**config.mk**
```make
export PLATFORM = sky130hd
export DESIGN_NAME = pipe_stage_reg
export DESIGN_NICKNAME = d
export VERILOG_FILES = /design/src/rtl/pipe_pkg.sv /design/src/rtl/squash_counter.sv /design/src/rtl/pipe_stage_reg.sv
export SDC_FILE = /design/constraint.sdc
export NUM_CORES = 1
export LEC_CHECK = 0
export BUFFER_PORTS_ARGS = -buffer_cell sky130_fd_sc_hd__buf_2
export CAP_MARGIN = 30
export CELL_PAD_IN_SITES_DETAIL_PLACEMENT = 2
export CELL_PAD_IN_SITES_GLOBAL_PLACEMENT = 2
export CORE_ASPECT_RATIO = 0.9
export CORE_UTILIZATION = 30
export CTS_CLUSTER_SIZE = 40
export DETAILED_ROUTE_END_ITERATION = 6
export GPL_TIMING_DRIVEN = 0
export PLACE_DENSITY_LB_ADDON = 0.1
export SKIP_LAST_GASP = 1
export SYNTH_ARGS = -nofsm -noshare
export SYNTH_HDL_FRONTEND = slang
export SYNTH_SLANG_ARGS = --single-unit
export TNS_END_PERCENT = 30
```
**constraint.sdc**
```tcl
create_clock -name clk -period 4.58 [get_ports clk]
set_input_delay 0.458 -clock clk [delete_from_list [all_inputs] [get_ports clk]]
set_output_delay 0.458 -clock clk [all_outputs]
set_load 0.005 [all_outputs]
```
**src/rtl/pipe_pkg.sv**
```systemverilog
// Shared definitions for the pipeline stage registers.
//   - per-stage control-bundle widths
//   - bit positions of the control signals inside the bundle
//   - default length of the post-redirect squash window
//   - the per-edge action encoding and its priority decoder
package pipe_pkg;

    // Control-bundle width carried by each inter-stage register.
    localparam int IFID_CTRL_W  = 1;
    localparam int IDEX_CTRL_W  = 8;
    localparam int EXMEM_CTRL_W = 8;
    localparam int MEMWB_CTRL_W = 2;

    // Bit positions inside the control bundle.
    localparam int REGWRITE = 0;
    localparam int MEMTOREG = 1;
    localparam int MEMWRITE = 2;
    localparam int MEMREAD  = 3;
    localparam int BRANCH   = 4;
    localparam int ISJ      = 5;
    localparam int ISJAL    = 6;
    localparam int ISJR     = 7;

    // Bubbles forced after a taken branch/jump leaves EX.
    localparam int DEFAULT_SQUASH_N = 3;

    // Exactly one of these happens on every rising clock edge.
    typedef enum logic [2:0] {
        ACT_RESET,
        ACT_FLUSH,
        ACT_STALL,
        ACT_SQUASH,
        ACT_LOAD
    } stage_action_e;

    // Priority: reset > flush > stall > squash > load.
    function automatic stage_action_e decode_action(
        input logic rst,
        input logic flush,
        input logic stall,
        input logic squash
    );
        if (rst)         return ACT_RESET;
        else if (flush)  return ACT_FLUSH;
        else if (stall)  return ACT_STALL;
        else if (squash) return ACT_SQUASH;
        else             return ACT_LOAD;
    endfunction

endpackage

```
**src/rtl/squash_counter.sv**
```systemverilog
// Down-counter that tracks the remaining bubbles of a squash window.
//   clk     in  : rising-edge clock
//   rst     in  : synchronous active-high reset, clears the count
//   clear   in  : clears the count (flush)
//   hold    in  : freezes the count (stall)
//   load    in  : starts a window, count <- N
//   cnt     out : current count
//   nonzero out : window active
// When none of the controls is active the count decrements until it hits 0.
module squash_counter #(
    parameter int N     = 3,
    parameter int CNT_W = 4
) (
    input  logic             clk,
    input  logic             rst,
    input  logic             clear,
    input  logic             hold,
    input  logic             load,
    output logic [CNT_W-1:0] cnt,
    output logic             nonzero
);

    localparam logic [CNT_W-1:0] LOAD_VAL = CNT_W'(N);

    always_ff @(posedge clk) begin
        // NOTE: sequential state uses non-blocking assignments so every
        // register samples the pre-edge values, independent of block order.
        if (rst || clear) begin
            cnt <= '0;
        end else if (hold) begin
            cnt <= cnt;
        end else if (load) begin
            cnt <= LOAD_VAL;
        end else if (cnt != '0) begin
            cnt <= cnt - 1'b1;
        end
    end

    assign nonzero = (cnt != '0);

endmodule

```
**src/rtl/pipe_stage_reg.sv**
```systemverilog
// Generic pipeline stage register with stall, flush and a post-redirect
// squash window.
//   clk          in  : rising-edge clock
//   rst          in  : synchronous active-high reset
//   stall_i      in  : hold all state
//   flush_i      in  : replace contents with a bubble (overrides stall)
//   redirect_i   in  : incoming instruction is a taken branch/jump
//   valid_i      in  : incoming slot holds a real instruction
//   ctrl_i       in  : incoming control bundle
//   data_i       in  : incoming payload
//   valid_o      out : registered valid
//   ctrl_o       out : registered control, zero whenever valid_o is 0
//   data_o       out : registered payload (not cleared on bubbles)
//   squash_o     out : squash window active
//   squash_cnt_o out : remaining bubbles in the window
module pipe_stage_reg
    import pipe_pkg::*;
#(
    parameter int WIDTH    = 32,
    parameter int CTRL_W   = 8,
    parameter int SQUASH_N = DEFAULT_SQUASH_N,
    parameter int CNT_W    = 4
) (
    input  logic              clk,
    input  logic              rst,
    input  logic              stall_i,
    input  logic              flush_i,
    input  logic              redirect_i,
    input  logic              valid_i,
    input  logic [CTRL_W-1:0] ctrl_i,
    input  logic [WIDTH-1:0]  data_i,
    output logic              valid_o,
    output logic [CTRL_W-1:0] ctrl_o,
    output logic [WIDTH-1:0]  data_o,
    output logic              squash_o,
    output logic [CNT_W-1:0]  squash_cnt_o
);

    if ((2 ** CNT_W) - 1 < SQUASH_N) begin : g_cnt_w_too_narrow
        $error("pipe_stage_reg: CNT_W cannot hold SQUASH_N");
    end

    stage_action_e action;
    logic          cnt_load;

    assign action = decode_action(rst, flush_i, stall_i, squash_o);

    // Only a real redirecting instruction that is actually loaded opens a
    // window; a redirect arriving inside a window is squashed and ignored.
    assign cnt_load = (action == ACT_LOAD) && valid_i && redirect_i
                      && (SQUASH_N != 0);

    squash_counter #(
        .N     (SQUASH_N),
        .CNT_W (CNT_W)
    ) u_squash_counter (
        .clk     (clk),
        .rst     (rst),
        .clear   (action == ACT_FLUSH),
        .hold    (action == ACT_STALL),
        .load    (cnt_load),
        .cnt     (squash_cnt_o),
        .nonzero (squash_o)
    );

    always_ff @(posedge clk) begin
        unique case (action)
            ACT_RESET: begin
                valid_o <= 1'b0;
                ctrl_o  <= '0;
                data_o  <= '0;
            end
            ACT_FLUSH: begin
                // Payload is kept; only valid and control matter for a bubble.
                valid_o <= 1'b0;
                ctrl_o  <= '0;
            end
            ACT_STALL: begin
                valid_o <= valid_o;
            end
            ACT_SQUASH: begin
                valid_o <= 1'b0;
                ctrl_o  <= '0;
                data_o  <= data_i;
            end
            ACT_LOAD: begin
                valid_o <= valid_i;
                ctrl_o  <= valid_i ? ctrl_i : '0;
                data_o  <= data_i;
            end
            default: begin
                valid_o <= 1'b0;
                ctrl_o  <= '0;
            end
        endcase
    end

endmodule
```
==> metrics.txt, run 1 <==
CTS buffer count=5; placed cell areas=0.002306 sq mm; vias in the first global route=1,351; fillers=602; Final Util=0.4244; width of the die=82.92 um; CP most frequent cell=inv_1; fin crit share=0.4237; worst hold path class=primary input to flop; WP data required=4.12 ns; Mean Syn Cell Area=15.24 sq um; critical path's slowest cell=nor3b_2; deepest clock path buffer count=2; crit path launch type=flop; CP cell instances=inv_1 > ha_1 > nor3b_2 > inv_1 > buf_2; # rows=26; grt ovf=0; # port buffers=90; Worst Setup End Kind=output port; dpl cells=276; Nets=260; worst min-delay path startpoint=flush_i; share of layout cells above drive strength 1=0.5140; RSZ-0062 raised after global routing=no; # Post-CTS Setup Buffers=0; Pleak=1.096 nW; Synthesized Nets=163; min Tclk post-route=1.940 ns; CTS resizes=0; core area=0.005693 sq mm; CTS Hold Bufs=0; wire per inst=15.91 um; diodes inserted=0; wire length of the first global-routing pass=6.762 mm; setup TNS=0 ns; reg2reg end=ctrl_o[2]$_SDFFCE_PN0P_; pwr dens=358.8 mW/mm^2; Routed Wire Length=4.519 mm; Final HPWL DP=3.490 mm; status=complete, no violations; die area=0.006204 sq mm; total vias in the final route=1,262; number of DRC markers in iteration 0=31; worst-skew pair later-pin latency=0.30 ns; R2R cell count=6; critical path type=flop to output port; Distinct cells, synth=24; PnR worst setup slack=2.640 ns; VDD IR-drop max=0.1790 mV; initial antenna violation count=0; Setup Skew=0.004134 ns; cell area after synthesis=0.001768 sq mm; Least-Margin Pin Slew=0.7597 ns; slew margin rel.=0.4936; Buf/Inv on CP=3; r2r setup slk=2.96 ns; GP Congestion=0.6625; area grow syn2layout=36.66%; reg2reg start=u_squash_counter.cnt[0]$_SDFFE_PP0P_; #FFs+latches synth=45; Starting Density=0.3105; Finished Layout Cells=284; setup slack after placement=2.581 ns; # DRC=0; drt pass-1 iters=6; final instance area=0.002416 sq mm; max cap viols=0; yosys warns=0; CTS sink cnt=45; cell family with most CP delay=simple AND/OR/NAND/NOR gates; Die Ht=74.83 um; hold-critical path depth=2; sequential element share of the synthesized area=0.7417; H-tree depth=2; Post-Synthesis Cells=116; Slew Viols, Final=0; # IOs=92; Final setup viols=0; Routed Antenna Nets=0; Hold Crit Endpoint=u_squash_counter.cnt[3]$_SDFFE_PP0P_; CTS tree=yes; final hold violation count=0; Root Buffer=clkbuf_8; clock-pin slew on the worst setup and hold paths=0.08 ns; Arr. time, crit path=1.48 ns; Overall Global Routing Usage=0.1508; pin count of the biggest net entering global routing=33; CP max stage delay=0.34 ns; Vias per Instance=4.444; Max Clock Freq=0.5153 GHz; crit-path max FO=5
synthesized netlist by cell type:
library cell	instances	share of area
nor3_1	1	0.0028
and3_1	1	0.0035
a21oi_1	2	0.0057
dfxtp_1	4	0.045
o21ai_0	2	0.0057
nor4_1	1	0.0035
nand3_1	1	0.0028
ha_1	1	0.0071
nor3b_2	1	0.0071
a21o_1	1	0.0042
nand2_1	2	0.0042
a21boi_0	1	0.0042
edfxtp_1	41	0.70
and2_2	8	0.034
mux2i_1	1	0.0057
nand2b_1	1	0.0035
nor3_4	1	0.0092
o31ai_1	1	0.0042
nor2_1	3	0.0064
or2_2	1	0.0035
buf_6	2	0.013
inv_1	4	0.0085
and2_1	32	0.11
clkbuf_1	3	0.0064
layer usage:
metal / vias to the layer above / GRT usage / routed length, um
met4: 0 / 0.06705 / 88
met5: - / 0 / 0
met2: 53 / 0.2896 / 2525
met3: 7 / 0.04605 / 271
li1: 594 / - / -
met1: 608 / 0.1555 / 1633
per-stage QoR:
stage          hold slack (ns)  total power [mW]
2_1_floorplan           0.4757            0.5212
3_3_place_gp            0.4836            0.5712
3_5_place_dp            0.5080            0.5784
4_1_cts                 0.3838            0.8813
5_1_grt                 0.3908            0.9070
6_report                0.3895            0.8668
how the worst max path moves through the flow:
stage / depth (start not counted) / start / end
after CTS: 5 / u_squash_counter.cnt[0]$_SDFFE_PP0P_ / squash_o
after detailed placement: 3 / flush_i / data_o[17]$_SDFFCE_PN0P_
after global placement: 3 / flush_i / data_o[4]$_SDFFCE_PN0P_
after floorplan: 3 / stall_i / data_o[0]$_SDFFCE_PN0P_
final: 5 / u_squash_counter.cnt[0]$_SDFFE_PP0P_ / squash_o
after global routing: 5 / u_squash_counter.cnt[0]$_SDFFE_PP0P_ / squash_o
sequential cells by signal, summed over array words and instances, names as in the netlist:
signal / flops
u_squash_counter.cnt: 4
ctrl_o: 8
valid_o: 1
data_o: 32
worst reg2reg max path: cells and delay by family, from the launching register on:
family	cells	cell delay (ns)
DFF	1	0.36
and+or+nand+nor	3	0.57
buffers and inverters	2	0.21
adders and majority gates	1	0.24
kinds of logic (layout without fill, tap and decap cells):
logic type,count (synthesis),after routing,synth area share
compound gates,7,7,0.02407
fa+ha+maj,1,1,0.007076
buf+inv,9,107,0.02760
flops,45,45,0.7417
mux,1,1,0.005662
simple gates,53,53,0.1939
power by group:
| group | switching [mW] | internal (mW) |
|---|---|---|
| clock | 0.140 | 0.161 |
| sequential | 0.00806 | 0.477 |
| combinational | 0.0400 | 0.0414 |
| total | 0.188 | 0.679 |
layout by cell type, fill, tap and decap left out, types with 3 or more instances in the layout:
master,synthesis,layout
dfxtp_1,4,4
buf_2,0,90
and2_2,8,8
and2_1,32,32
clkbuf_1,3,3
edfxtp_1,41,41
clkbuf_8,0,5
inv_1,4,4
nor2_1,3,3
layout make-up:
class	count	area, sq um	share of cell area
inverter	4	15.01	0.006214
buffer	5	33.78	0.01398
clock inverter	3	41.29	0.01709
sequential	45	1311	0.5427
clock buffer	5	68.82	0.02848
timing repair buffer	90	450.4	0.1864
tap	70	87.58	0.03625
multi-input combinational	62	407.9	0.1688
Power figures use the tool's default switching activity.
==> run 2: changes to the inputs <==
--- a/config.mk
+++ b/config.mk
@@ -5,12 +5,13 @@
 export SDC_FILE = /design/constraint.sdc
 export NUM_CORES = 1
 export LEC_CHECK = 0
+export ABC_AREA = 1
 export BUFFER_PORTS_ARGS = -buffer_cell sky130_fd_sc_hd__buf_2
 export CAP_MARGIN = 30
 export CELL_PAD_IN_SITES_DETAIL_PLACEMENT = 2
 export CELL_PAD_IN_SITES_GLOBAL_PLACEMENT = 2
 export CORE_ASPECT_RATIO = 0.9
-export CORE_UTILIZATION = 30
+export CORE_UTILIZATION = 23
 export CTS_CLUSTER_SIZE = 40
 export DETAILED_ROUTE_END_ITERATION = 6
 export GPL_TIMING_DRIVEN = 0
==> constraint.sdc (replaced) <==
create_clock -name clk -period 1.65 [get_ports clk]
set_input_delay 0.165 -clock clk [delete_from_list [all_inputs] [get_ports clk]]
set_output_delay 0.165 -clock clk [all_outputs]
set_load 0.005 [all_outputs]
==> run 2 against run 1 <==
  * Setup slack worse by 2.5 ns
  * Clock power is 120% higher
  * Register-to-register slack lost 2.7 ns
  * Non-clock buffer count shrank 1
  * Sequential share of layout area fell by 1.8 points
  * Global-route usage decreased by 3.8 points
  * Via count is 13% higher
  * Sequential power grew to 2.8 times the previous value
  * Total power increased to 2.9 times the previous value
  * Clock skew rose by 0.0016 ns
  * Largest power group unchanged
  * Area after synthesis rose by 3.8%
  * Count of clock-buffer cells in the layout grew 2
==> metrics.txt, run 2 <==
Slew Viols, Final=0 (unchanged); top post-synthesis cells by area=edfxtp_1, inv_1, nor2_1 (was edfxtp_1, and2_1, dfxtp_1); # rows=30 (was 26); reg2reg start=u_squash_counter.cnt[0]$_SDFFE_PP0P_ (unchanged); share of layout cells above drive strength 1=0.3843 (was 0.5140); Power Internal=1.825 mW (was 0.6787 mW); number of synthesized flops with an enable pin=41 (unchanged); Distinct cells, synth=15 (was 24); Max Clock Freq=0.6808 GHz; Synthesized Nets=216 (was 163); Finished Layout Cells=364 (was 284); Setup Skew=0.005721 ns (was 0.004134 ns); largest registers=data_o x32, ctrl_o x8, u_squash_counter.cnt x4 (unchanged); Comb power frac=0.174 (was 0.094); VDD IR-drop max=0.3578 mV (was 0.1790 mV); sequential element share of the synthesized area=0.7149 (was 0.7417); total vias in the final route=1,428 (was 1,262); Routed Wire Length=4.423 mm (was 4.519 mm); initial antenna violation count=0 (unchanged); core area=0.007620 sq mm (was 0.005693 sq mm); crit path launch type=flop (unchanged); CP max stage delay=0.36 ns (was 0.34 ns); Hold Crit Endpoint=ctrl_o[0]$_SDFFCE_PN0P_ (was u_squash_counter.cnt[3]$_SDFFE_PP0P_); crit-path max FO=5 (unchanged); CTS sink cnt=45 (unchanged); fin crit share=0.8902; r2r setup slk=0.23 ns (was 2.96 ns); Pwr Total=2.471 mW (was 0.8668 mW); Psw=0.6452 mW (was 0.1882 mW); cell family with most CP delay=flip-flops (was simple AND/OR/NAND/NOR gates); Post-Synthesis Cells=169 (was 116); die area=0.008337 sq mm (was 0.006204 sq mm); width of the die=96.14 um (was 82.92 um); WP data required=1.48 ns (was 4.12 ns); grt ovf=0 (unchanged); worst min-delay path startpoint=ctrl_i[0] (was flush_i); max FFs per register=32 (unchanged); Least-Margin Pin Slew=0.5690 ns (was 0.7597 ns); largest register by flop count=data_o (unchanged); clock-pin slew on the worst setup and hold paths=0.08 ns (about the same); GP Congestion=0.6836 (was 0.6625); area grow syn2layout=36.36% (was 36.66%); R2R cell count=8 (was 6); Nets=314 (was 260); Mean Syn Cell Area=10.85 sq um (was 15.24 sq um); wire per inst=12.15 um (was 15.91 um); commonest non-fill, non-tap cell in the layout=buf_2 (unchanged); RSZ-0062 raised after global routing=no (unchanged); deepest clock path buffer count=2 (unchanged); Commonest cells post-synth=inv_1, nor2_1, edfxtp_1, nand2_1 (was edfxtp_1, and2_1, and2_2, dfxtp_1, inv_1); Routed Antenna Nets=0 (unchanged); slew margin rel.=0.6197 (was 0.4936); Starting Density=0.2407 (was 0.3105); wire length of the first global-routing pass=6.941 mm (was 6.762 mm); # Post-CTS Setup Buffers=0 (unchanged); fillers=894 (was 602); number of DRC markers in iteration 0=6 (was 31); Buf/Inv on CP=2 (was 3); CTS buffer count=5 (unchanged); worst hold path class=primary input to flop (unchanged); Switching Fraction=0.2612 (was 0.2171); Root Buffer=clkbuf_8 (unchanged); dpl cells=356 (was 276); sequential share of power=0.556 (was 0.559); Vias per Instance=3.923 (was 4.444); cell area after synthesis=0.001834 sq mm (was 0.001768 sq mm); Pleak=1.276 nW (was 1.096 nW); reg2reg end=u_squash_counter.cnt[0]$_SDFFE_PP0P_ (was ctrl_o[2]$_SDFFCE_PN0P_); # port buffers=91 (was 90); Clk pwr share=0.269 (was 0.347); Synth async-reset ratio=0 (unchanged); top_reg_cell synth=edfxtp_1 (unchanged); pwr dens=987.8 mW/mm^2 (was 358.8 mW/mm^2); critical path's slowest cell=dfxtp_1 (was nor3b_2); final hold violation count=0 (unchanged); Overall Global Routing Usage=0.1130 (was 0.1508); Final HPWL DP=3.431 mm (was 3.490 mm); min Tclk post-route=1.469 ns; commonest non-fill, non-tap cells in the layout=buf_2, inv_1, nor2_1 (was buf_2, edfxtp_1, and2_1); Final setup viols=0 (unchanged); drt pass-1 iters=4 (was 6); Synth top area share=0.6712 (was 0.6964); # DRC=0 (unchanged); Worst Setup End Kind=output port (unchanged); max cap viols=0 (unchanged); CP cell instances=inv_1 > ha_1 > nand2_1 > buf_2 (was inv_1 > ha_1 > nor3b_2 > inv_1 > buf_2); area leader, netlist=edfxtp_1 (unchanged); # IOs=92 (unchanged); worst-skew pair later-pin latency=0.29 ns (was 0.30 ns); CTS tree=yes (unchanged); H-tree depth=2 (unchanged); vias in the first global route=1,469 (was 1,351); critical path type=flop to output port (unchanged); yosys warns=0 (unchanged); top-count cell post-synth=inv_1 (was edfxtp_1); Die Ht=86.72 um (was 74.83 um); CTS Hold Bufs=0 (unchanged); Arr. time, crit path=1.30 ns (was 1.48 ns); diodes inserted=0 (unchanged); hold-critical path depth=3 (was 2); #FFs+latches synth=45 (unchanged); status=complete, no violations (unchanged); pin count of the biggest net entering global routing=33 (unchanged)
-- run 2: timing repair --
item | CTS | global route
resized for setup | 1 | 0
hold endpoints to repair | 0 | 0
setup endpoints to repair | 32 | 0
-- run 2: area by class of cell --
type	count	area, sq um	share of cell area
flip-flops and latches	45	1311	0.5243
repair buffers	91	455.4	0.1821
multi-input cells	71	331.6	0.1326
inverters	50	187.7	0.07504
well taps	96	120.1	0.04802
clock buffers	7	76.32	0.03052
plain buffers	3	11.26	0.004502
clock inverters	1	7.507	0.003001
-- run 2: metal layers --
layer	vias up	track usage	part of all wire
met1	669	0.1301	0.40
met2	51	0.1831	0.49
met4	0	0.03664	0.010
met3	4	0.05526	0.10
li1	704	-	-
met5	-	0	0
-- run 2: worst max-delay path by stage --
stage	cells past startpoint	start	slack, ns	to
after global placement	5	rst	-0.36	data_o[26]$_SDFFCE_PN0P_
after CTS	4	u_squash_counter.cnt[0]$_SDFFE_PP0P_	0.17	squash_o
after detailed placement	5	rst	-0.38	data_o[24]$_SDFFCE_PN0P_
final	4	u_squash_counter.cnt[0]$_SDFFE_PP0P_	0.18	squash_o
after floorplan	4	flush_i	0.24	data_o[0]$_SDFFCE_PN0P_
after global routing	8	u_squash_counter.cnt[0]$_SDFFE_PP0P_	0.06	u_squash_counter.cnt[0]$_SDFFE_PP0P_
-- run 2: logic make-up (layout without fill, tap and decap cells) --
family / count (synthesis) / in the layout / share of synthesized area
AO/OA/AOI/OAI: 6 / 6 / 0.01637
XOR/XNOR: 1 / 1 / 0.004776
adder cells (fa/ha/maj): 1 / 1 / 0.006820
buffers and inverters: 53 / 152 / 0.1085
flip-flops: 45 / 45 / 0.7149
AND/OR/NAND/NOR: 63 / 63 / 0.1487
-- run 2: through the flow --
step                      utilization  setup slack, ns  area [sq um]  hold WS, ns  setup TNS, ns
after floorplan                     -           0.2409          1837       0.3307              0
after global placement         0.3166          -0.3628          2412       0.4601         -11.59
after detailed placement       0.3166          -0.3825          2412       0.4722         -12.20
after CTS                      0.3282           0.1685          2501       0.1574              0
after global routing           0.3282          0.06050          2501       0.1530              0
final                          0.3282           0.1812          2501       0.1686              0
-- run 2: power by group through the flow --
stage	Clock [mW]	Combinational, mW	Sequential (mW)
after global routing	0.757	0.500	1.39
after CTS	0.710	0.444	1.38
after detailed placement	0	0.441	1.40
final	0.665	0.431	1.37
after floorplan	0	0.211	1.41
after global placement	0	0.433	1.40
-- run 2: worst min-delay path: stages --
cell and delay (ns):
buf_2 0.07, inv_1 0.03, nor2_1 0.08
